### src/rtl/slice_serial_add_sub.sv
// ---------------------------------------------------------------------------
// slice_serial_add_sub
//
// Multicycle adder/subtractor. Computes data0 +/- data1 over WIDTH bits,
// SLICE bits per clock, through a single (SLICE+1)-bit adder. The carry
// between slices is held in a register. Reports carry, signed overflow and
// zero alongside the result.
//
// Handshake: a transfer happens on a rising edge where valid && ready are
// both high. The producer holds valid and its payload until it is taken,
// and the consumer may hold ready low for as long as it likes. in_ready is
// high only in IDLE. out_valid is high only in DONE, and the result fields
// stay stable until the output transfer.
//
// Ports:
//   clk        in   1      clock, rising edge
//   rst_n      in   1      asynchronous active-low reset
//   in_valid   in   1      operands and mode valid
//   in_ready   out  1      block can accept a new operation
//   data0      in   WIDTH  operand A
//   data1      in   WIDTH  operand B
//   mode       in   1      1 = A+B, 0 = A-B
//   out_valid  out  1      result fields valid
//   out_ready  in   1      consumer accepts result
//   sum        out  WIDTH  result modulo 2^WIDTH
//   carry_out  out  1      MSB carry; for subtract 1 = no borrow
//   overflow   out  1      two's-complement signed overflow
//   zero       out  1      sum == 0 (only while out_valid)
// ---------------------------------------------------------------------------
module slice_serial_add_sub #(
    parameter int WIDTH = 16,
    parameter int SLICE = 4
) (
    input  logic             clk,
    input  logic             rst_n,
    input  logic             in_valid,
    output logic             in_ready,
    input  logic [WIDTH-1:0] data0,
    input  logic [WIDTH-1:0] data1,
    input  logic             mode,
    output logic             out_valid,
    input  logic             out_ready,
    output logic [WIDTH-1:0] sum,
    output logic             carry_out,
    output logic             overflow,
    output logic             zero
);

    localparam int NSLICE = WIDTH / SLICE;
    localparam int CW     = (NSLICE > 1) ? $clog2(NSLICE) : 1;
    localparam logic [CW-1:0] LAST_CNT = CW'(NSLICE - 1);

    typedef enum logic [1:0] {
        IDLE = 2'd0,
        CALC = 2'd1,
        DONE = 2'd2
    } state_t;

    state_t           state;
    logic [WIDTH-1:0] a_reg;
    logic [WIDTH-1:0] b_reg;      // already complemented for subtract
    logic             carry_reg;
    logic             zero_acc;   // every slice produced so far was zero
    logic [CW-1:0]    cnt;

    logic [SLICE-1:0] a_slice;
    logic [SLICE-1:0] b_slice;
    logic [SLICE:0]   slice_res;

    assign in_ready = (state == IDLE);

    // Select the operand slice addressed by cnt. The loop builds a plain mux
    // with constant part-selects.
    always_comb begin
        a_slice = '0;
        b_slice = '0;
        for (int i = 0; i < NSLICE; i++) begin
            if (cnt == CW'(i)) begin
                a_slice = a_reg[i*SLICE +: SLICE];
                b_slice = b_reg[i*SLICE +: SLICE];
            end
        end
    end

    // The only adder in the block: SLICE+1 bits wide, with the carry-in
    // taken from the carry register.
    assign slice_res = {1'b0, a_slice} + {1'b0, b_slice} + {{SLICE{1'b0}}, carry_reg};

    always_ff @(posedge clk or negedge rst_n) begin
        if (!rst_n) begin
            state     <= IDLE;
            a_reg     <= '0;
            b_reg     <= '0;
            carry_reg <= 1'b0;
            zero_acc  <= 1'b0;
            cnt       <= '0;
            sum       <= '0;
            carry_out <= 1'b0;
            overflow  <= 1'b0;
            zero      <= 1'b0;
            out_valid <= 1'b0;
        end else begin
            case (state)
                IDLE: begin
                    if (in_valid) begin
                        // Subtract is A + ~B + 1. The +1 enters as the
                        // initial carry.
                        a_reg     <= data0;
                        b_reg     <= data1 ^ {WIDTH{~mode}};
                        carry_reg <= ~mode;
                        zero_acc  <= 1'b1;
                        cnt       <= '0;
                        state     <= CALC;
                    end
                end
                CALC: begin
                    for (int i = 0; i < NSLICE; i++) begin
                        if (cnt == CW'(i)) begin
                            sum[i*SLICE +: SLICE] <= slice_res[SLICE-1:0];
                        end
                    end
                    carry_reg <= slice_res[SLICE];
                    zero_acc  <= zero_acc && (slice_res[SLICE-1:0] == '0);
                    if (cnt == LAST_CNT) begin
                        // On the top slice, slice_res[SLICE-1] is the final
                        // sum MSB.
                        carry_out <= slice_res[SLICE];
                        overflow  <= (a_reg[WIDTH-1] == b_reg[WIDTH-1]) &&
                                     (slice_res[SLICE-1] != a_reg[WIDTH-1]);
                        zero      <= zero_acc && (slice_res[SLICE-1:0] == '0);
                        out_valid <= 1'b1;
                        cnt       <= '0;
                        state     <= DONE;
                    end else begin
                        cnt <= cnt + 1'b1;
                    end
                end
                DONE: begin
                    if (out_ready) begin
                        // sum/carry_out/overflow keep their values. zero is
                        // cleared so that it is never high without
                        // out_valid.
                        out_valid <= 1'b0;
                        zero      <= 1'b0;
                        state     <= IDLE;
                    end
                end
                default: begin
                    state <= IDLE;
                end
            endcase
        end
    end

endmodule

### config.mk
export PLATFORM = sky130hd
export DESIGN_NAME = slice_serial_add_sub
export DESIGN_NICKNAME = d
export VERILOG_FILES = /design/src/rtl/slice_serial_add_sub.sv
export SDC_FILE = /design/constraint.sdc
export NUM_CORES = 1
export LEC_CHECK = 0
export CAP_MARGIN = 15
export CORE_MARGIN = 2
export CORE_UTILIZATION = 46
export DETAILED_ROUTE_END_ITERATION = 8
export PLACE_DENSITY = 0.83
export SLEW_MARGIN = 0
export SYNTH_ARGS = -nofsm -noshare
export SYNTH_HDL_FRONTEND = slang
export SYNTH_SLANG_ARGS = --single-unit
### constraint.sdc
create_clock -name clk -period 2.64 [get_ports clk]
set_input_delay 0.792 -clock clk [delete_from_list [all_inputs] [get_ports clk]]
set_output_delay 0.792 -clock clk [all_outputs]
set_load 0.005 [all_outputs]
# == After elaboration in Yosys (flattened, before gate mapping) ==
# Cells that the tools add are included.
# totals
reg_bits,58
inputBits,37
out_inout_bits,21
elab_cells,68
# op_classes
add_sub_neg,3
mux,24
n_eq_ne,10
reduce_logical,15
n_bitwise,2
# op_table
operator,n
4-bit 2-to-1 mux,8
16-bit bitwise XOR,1
2-bit AND reduction,6
2-bit 2-to-1 mux,5
1-bit one-hot mux with 2 select lines,4
2-bit equality test (second input constant),3
2-bit != test (second input constant),3
2-bit one-hot mux with 3 select lines,1
3-bit AND reduction,2
4-bit by 4-bit adder with 5-bit output,1
5-bit by 1-bit adder with 5-bit output,1
1-bit 2-to-1 mux,5
2-bit by 1-bit equality test with 1-bit output (second input constant),2
2-bit logical NOT,2
4-bit logical NOT,1
2-bit one-hot mux with 2 select lines,1
2-bit nonzero test,2
2-bit by 1-bit adder with 2-bit output (second input constant),1
1-bit logical AND,2
1-bit equality test,1
1-bit != test,1
1-bit inverter,1

# == Logic depth before layout (Yosys ltp) ==
# depth
word_depth,11
depth_mapped,12
depth_no_buf,12

# == Least setup slack after synthesis ==
# Ideal clock, no wire load.
# synth_timing
kind,reg2reg
from,register cnt[1]
to,register zero_acc
path_buffers,1
t_arrival_ns,2.662
slack_ns,-0.143
setup_ns,0.121
required_ns,2.519
stages_incl_launch_ff,13
synth_period_minus_slack_ns,2.783
path_cell_list,dfrtp_1 -> inv_1 -> ha_1 -> clkbuf_1 -> a221oi_1 -> nor3_1 -> a21oi_1 -> fa_1 -> fa_1 -> xor2_1 -> nand4_1 -> inv_1 -> a22o_1
# synth_via
elab_chain_len,10
elab_cells_between_ends,17
cone_classes,add/sub: 2; eq/ne: 3; mux: 9; reduce/logical: 3
# synth_rtl
element,line_no,rtl
from (decl),64,logic [CW-1:0] cnt;
from (signal assigned),135,cnt <= cnt + 1'b1;
2-bit logical NOT,78,if (cnt == CW'(i)) begin
4-bit 2-to-1 mux (4 in series),78,
4-bit by 4-bit adder with 5-bit output *,87,"assign slice_res = {1'b0, a_slice} + {1'b0, b_slice} + {{SLICE{1'b0}}, carry_reg};"
5-bit by 1-bit adder with 5-bit output *,87,
4-bit logical NOT *,123,zero_acc <= zero_acc && (slice_res[SLICE-1:0] == '0);
1-bit logical AND *,123,
1-bit one-hot mux with 2 select lines *,103,case (state)
to (signal assigned),123,
to (decl),63,logic zero_acc;
# Mark *: on every way between the ends. The rest lies on a longest branch, timed or not.
# A chain may end at the register's enable or synchronous reset.

# == Worst setup path after layout ==
# layout_timing
from,register cnt[1]
to,register overflow
# layout_via
elab_chain_len,9
elab_cells_between_ends,17
cone_classes,add/sub: 2; eq/ne: 4; mux: 8; reduce/logical: 3
# layout_rtl
element,line_no,rtl
2-bit logical NOT,78,
4-bit 2-to-1 mux (4 in series),78,
4-bit by 4-bit adder with 5-bit output,87,
5-bit by 1-bit adder with 5-bit output,87,
1-bit != test,129,(slice_res[SLICE-1] != a_reg[WIDTH-1]);
1-bit logical AND,128,overflow <= (a_reg[WIDTH-1] == b_reg[WIDTH-1]) &&
to (signal assigned),128,
to (decl),45,"output logic overflow,"
# Several ways; a longest one is shown, not always the timed one.

==> metrics.md <==
| Metric | Value |
|---|---|
| WL final | 6.069 mm |
| CP Cell Sequence | buf_4 -> ha_4 -> buf_4 -> a221oi_1 -> nor3_1 -> a21o_1 -> ha_1 -> nand3b_1 -> and3b_1 -> or4_1 -> a41oi_2 |
| Post-Syn Nets | 313 |
| Final ANT Viol Nets | 0 |
| Final #Nets | 389 |
| CTS H-tree lvls | 3 |
| Syn Area/Cell | 10.32 µm² |
| Ports | 58 |
| Post-synth top area share | 52.66% |
| Placed wire-length estimate | 4.379 mm |
| DR DRC count | 0 |
| Utilization after layout | 65.68% |
| Synth top area cells | dfrtp_1, nand2_1, xor2_1, mux2_2, o21ai_1 |
| VDD IR max | 0.7782 mV |
| Asr flop ratio synth | 100.0% |
| Max_cap viols | 0 |
| Worst setup path category | flip-flop to flip-flop |
| Max-slew violation count | 0 |
| Vias per cell | 5.225 |
| Wirelength per Cell | 14.35 µm |
| Layout cells sized above 1 | 19.83% |
| Slowest cell on the critical path | or4_1 |
| Fill cell count | 442 |
| Crit-path most repeated cell | buf_4 |
| Met1 usage | 24.51% |
| 1st-iter DRT viols | 98 |
| Total GRT Usage | 20.20% |
| Remaining global-route overflow | 0 |
| Cells after Synth | 267 |
| Clock Sinks | 58 |
| Synthesized flop and latch total | 58 |
| Antenna Cells | 0 |
| EDFF count, synth | 0 |
| Worst min-delay path class | primary input to async pin |
| Final period util | 104.5% |
| Largest net degree at the start of global routing | 31 |
| GRT met3 Usage | 4.066% |
| Most frequent cell after synthesis | dfrtp_1 |
| Largest fanout on the critical path | 7 |
| Die ar. | 6628 µm² |
| Commonest cells post-synth | dfrtp_1, nand2_1, o21ai_1 |
| Setup crit end kind | flip-flop |
| Synthesis Warnings | 0 |
| Sequential share of the synthesized area | 52.66% |
| P_leak | 1.687 nW |
| Worst setup SP type | flip-flop |
| Buffers & Inverters on Critical Path | 2 |
| Setup Viol. Count Final | 3 |
| GRT met2 Usage | 33.20% |
| TritonRoute pass-1 iters | 4 |
| Pwr Total | 0.005305 W |
| Final worst slack | -0.1181 ns |
| GP Congestion | 0.9216 |
| Crit path time final | 2.758 ns |
| Vias in the first global route | 2196 |
| CP delay by family, top | simple AND/OR/NAND/NOR gates |
| Initial antenna violation count | 0 |
| Layout area overhead | 39.40% |
| Power per cell area | 1381 nW/µm² |
| Clock latency on the worst-skew pair | 0.34 ns |
| CTS tree | yes |
| Mapped Area | 2756 µm² |
| CP required | 2.89 ns |
| Setup TNS | -0.2466 ns |
| First-pass GRT wire length | 10.01 mm |
| Slowest stage delay, CP | 0.42 ns |
| Crit path DAT | 3.01 ns |
| Post-synth top area cell | dfrtp_1 |
| Relative slew slack | 56.70% |
| Slew of the pin with the lowest slew margin | 0.6496 ns |
| Initial core utilization | 47.11% |
| CTS root buf | clkbuf_8 |
| Final Hold Vio Count | 0 |
| Final Skew | 0.009056 ns |
| GR peak layer | met2 |
| Synth Flop Type | dfrtp_1 |
| Failing checks | negative setup slack |
| Post-DP Area | 3491 µm² |
| Fmax | 362.6 MHz |
| Clock Pin Slew Worst Setup and Hold Paths | 0.06 ns |
| RSZ-0062 raised after global routing | yes |
| Routed via count | 2210 |
| Total core area | 5851 µm² |
| CTS buffer count | 9 |
| Outcome | finished, violations left |
| Num rows | 28 |
| I/O Buffers | 57 |
| Unique masters post-synth | 33 |
| Die Ht | 81.41 µm |
| Finished Cell Area | 3842 µm² |
| Longest Clk Path Bufs | 2 |
| Die Wd | 81.41 µm |
==> through the flow <==
step	hold WS (ns)	std cells	worst slack, ns
3_3_place_gp	0.4606	399	-0.01534
3_5_place_dp	0.4671	399	-0.1304
2_1_floorplan	0.4479	267	0.01792
4_1_cts	0.4811	420	0.001614
6_report	0.4783	423	-0.1181
5_1_grt	0.5078	423	-0.2104
==> report_power, final <==
part,switching (W),internal (W),leakage (nW),total [W]
sequential,0.000277,0.00132,0.713,0.00160
clock,0.000327,0.000415,0.0965,0.000742
combinational,0.00146,0.00151,0.878,0.00297
==> final cells by class <==
type / count / area [µm²] / area share [%]
inverters: 5 / 18.77 / 0.4884
repair buffers: 78 / 755.7 / 19.67
flip-flops and latches: 58 / 1453 / 37.81
multi-input cells: 191 / 1339 / 34.84
clock buffers: 14 / 172.7 / 4.494
clock inverters: 2 / 10.01 / 0.2605
well taps: 75 / 93.84 / 2.442
==> path summary, 6_finish.rpt <==
kind                       startpoint        to  slack, ns  cells after the start
max reg2reg                    cnt[1]  overflow      -0.12                     11
max                            cnt[1]  overflow      -0.12                     11
max in group asynchronous       rst_n  b_reg[9]       1.58                      2
min reg2reg                    sum[4]    sum[4]       0.48                      2
min in group clk               sum[4]    sum[4]       0.48                      2
min                             rst_n    sum[4]       0.48                      1
==> what timing repair did <==
| item | CTS | global route |
|---|---|---|
| buffers inserted | 5 | 3 |
| setup endpoints to repair | 10 | 16 |
| hold buffers | 0 | 0 |
| pin swaps | 4 | 9 |
| gates resized for setup | 13 | 20 |
==> logic make-up (layout without fill, tap and decap cells) <==
group / after synthesis / after routing / share of synthesized area (%)
adders and majority gates: 9 / 9 / 4.630
and+or+nand+nor: 81 / 81 / 13.80
xor gates and xnor gates: 17 / 17 / 5.402
AOI/OAI and AO/OA: 68 / 68 / 14.30
muxes: 16 / 16 / 6.536
buffers and inverters: 18 / 99 / 2.678
DFF: 58 / 58 / 52.66
==> worst reg2reg max path: stages (launching register included) <==
cell      delay [ns]
dfrtp_1         0.41
buf_4           0.17
ha_4            0.18
buf_4           0.16
a221oi_1        0.27
nor3_1          0.12
a21o_1          0.18
ha_1            0.28
nand3b_1        0.12
and3b_1         0.21
or4_1           0.42
a41oi_2         0.15
==> per-layer routing <==
layer / routed length, µm / vias to the layer above / part of all wire [%]
met5: 0 / - / 0
met4: 212 / 0 / 3.5
met3: 261 / 19 / 4.3
met2: 3067 / 61 / 51
met1: 2528 / 1059 / 42
li1: - / 1071 / -
==> layout by cell type, fill, tap and decap left out, drive strengths merged <==
| cell type | Yosys | routed |
|---|---|---|
| nand2b | 3 | 3 |
| a21oi | 15 | 15 |
| o221ai | 1 | 1 |
| dfrtp | 58 | 58 |
| xor2 | 17 | 17 |
| o21ai | 39 | 39 |
| inv | 5 | 5 |
| clkinv | 0 | 2 |
| ha | 7 | 7 |
| nor2 | 2 | 2 |
| fa | 2 | 2 |
| buf | 5 | 22 |
| a41oi | 1 | 1 |
| clkbuf | 8 | 14 |
| nand3b | 6 | 6 |
| clkdlybuf4s50 | 0 | 56 |
| nand4 | 1 | 1 |
| or4 | 1 | 1 |
| o211ai | 1 | 1 |
| nand3 | 3 | 3 |
| a32o | 1 | 1 |
| a21boi | 1 | 1 |
| nor2b | 8 | 8 |
| a22o | 1 | 1 |
| a21o | 3 | 3 |
| nor3 | 4 | 4 |
| nand2 | 50 | 50 |
| mux2 | 16 | 16 |
| a221oi | 4 | 4 |
| and3b | 1 | 1 |
| o31ai | 1 | 1 |
| or2 | 1 | 1 |
| and2b | 1 | 1 |
No activity file was read; power rests on OpenSTA's default activity.
==> variant: new RTL, config.mk and constraints unchanged <==
Make the reset (`rst_n`) synchronous in one clocked block. Comments in the files are not updated.
--- a/src/rtl/slice_serial_add_sub.sv
+++ b/src/rtl/slice_serial_add_sub.sv
@@ -86,7 +86,7 @@
     // taken from the carry register.
     assign slice_res = {1'b0, a_slice} + {1'b0, b_slice} + {{SLICE{1'b0}}, carry_reg};
 
-    always_ff @(posedge clk or negedge rst_n) begin
+    always_ff @(posedge clk) begin
         if (!rst_n) begin
             state     <= IDLE;
             a_reg     <= '0;
Check against the original RTL: differs if rst_n is asserted again (counterexample within 4 cycles, from zero or initial values and one cycle with rst_n low); with rst_n held inactive, the same outputs for 10 cycles.
==> variant against the unedited design <==
  * Cell area is 3.6% higher
  * Highest routed layer unchanged
  * Maximum frequency increased by 8.3%
  * Setup slack better by 0.21 ns
  * Synthesized area up 4.4%
  * Critical path type unchanged
  * Routed wire length is 12% higher
  * Cell count is 15% higher
  * Sequential cell count is the same
Power is not compared: it rests on default switching activity, and its combinational part moved more than twofold at a synthesized area within 25%.
==> variant: results (changes against the unedited design) <==
- Finished Layout Cells: 486 (+15%)
- Syn nets: 389 (+24%)
- Layout Nets: 452 (+16%)
- CP peak stage delay: 0.39 ns (-0.03 ns)
- Minimum clock period: 2.547 ns (-0.2110 ns)
- Clk cell area share: 0.05721 (+0.009673)
- Status: completed
- Register area: 1166 um2 (-20%)
- Critical Path Source: cnt[1]
- Ys async rst share: 0 (-1.000)
- Pin count of the biggest net entering global routing: 35 (+13%)
- Fin Clk Skew: 0.008133 ns (-0.0009229 ns)
- Mean Syn Cell Area: 8.394 um2 (-19%)
- M1 GR Usage: 0.2403 (-0.004785)
- DR vias: 2532 (+15%)
- Crit path DAT: 2.83 ns (-0.18 ns)
- Top_reg_cell synth: dfxtp_1
- Fillers: 484 (+9.5%)
- Clkbuf count: 10 (-4)
- Area occupied by multi-input gates: 1709 um2 (+28%)
- GRT met2 Usage: 0.3299 (-0.002055)
- Post-synth top cells: 87 x nand2_1, 58 x dfxtp_1, 25 x a21boi_0
- Min Hold Slack: 0.4593 ns (-0.01899 ns)
- Slowest stage cell, crit path: or3_4
- Post-Route M1 WL: 3010 um (+19%)
- Cells on worst reg2reg path: 11 (unchanged)
- GP Congestion: 0.8513 (-7.6%)
- Synth top area cells: dfxtp_1 40%, nand2_1 11%, a21boi_0 6.5%
- Final core occ: 0.6644 (+0.007611)
- Non-clk invs: 4 (-1)
- Placed Cells: 467 (+17%)
- Non-CTS buffers: 79 (+1.3%)
- Crit-path max FO: 8 (+1)
- Yosys cell types: 37 (+12%)
- Multi-In Gates: 254 (+33%)
- Fraction of layout cells with a size suffix above 1: 0.1533 (-0.04499)
- Met3 wire len: 435 um (+67%)
- Worst Setup EP: overflow
- Layout non-clock buf frac: 0.1930 (-0.003657)
- Number of global-route vias before repair: 2449 (+12%)
- Met2 wire len: 3177 um (+3.6%)
variant: cell types whose count changed in the layout (fill, tap and decap cells not counted), moves of 12 or more:
cell,change
dfxtp_1,+56
a21boi_1,+18
mux2_2,-12
xnor2_1,+16
nand2_1,+38
o21ai_1,-27
dfrtp_1,-57
a21boi_0,+22
xor2_1,-16
variant: repair_timing:
action | in CTS | in global routing
setup endpoints to repair | 17 | 17
pin swaps | 2 | 4
gates resized for setup | 13 | 20
setup buffers | 1 | 2
variant: tightest hold or removal path: cells and delay by family, from the launching register on:
kind,cells,cell delay [ns]
flops,1,0.31
simple gates,1,0.05
compound gates,1,0.05
variant: cell families after synthesis:
| group | Yosys count | synth area share |
|---|---|---|
| muxes | 4 | 0.01391 |
| DFF | 58 | 0.4033 |
| AOI/OAI and AO/OA | 83 | 0.2099 |
| adders and majority gates | 9 | 0.04433 |
| buffers and inverters | 31 | 0.04911 |
| xor gates and xnor gates | 17 | 0.05172 |
| and+or+nand+nor | 141 | 0.2277 |
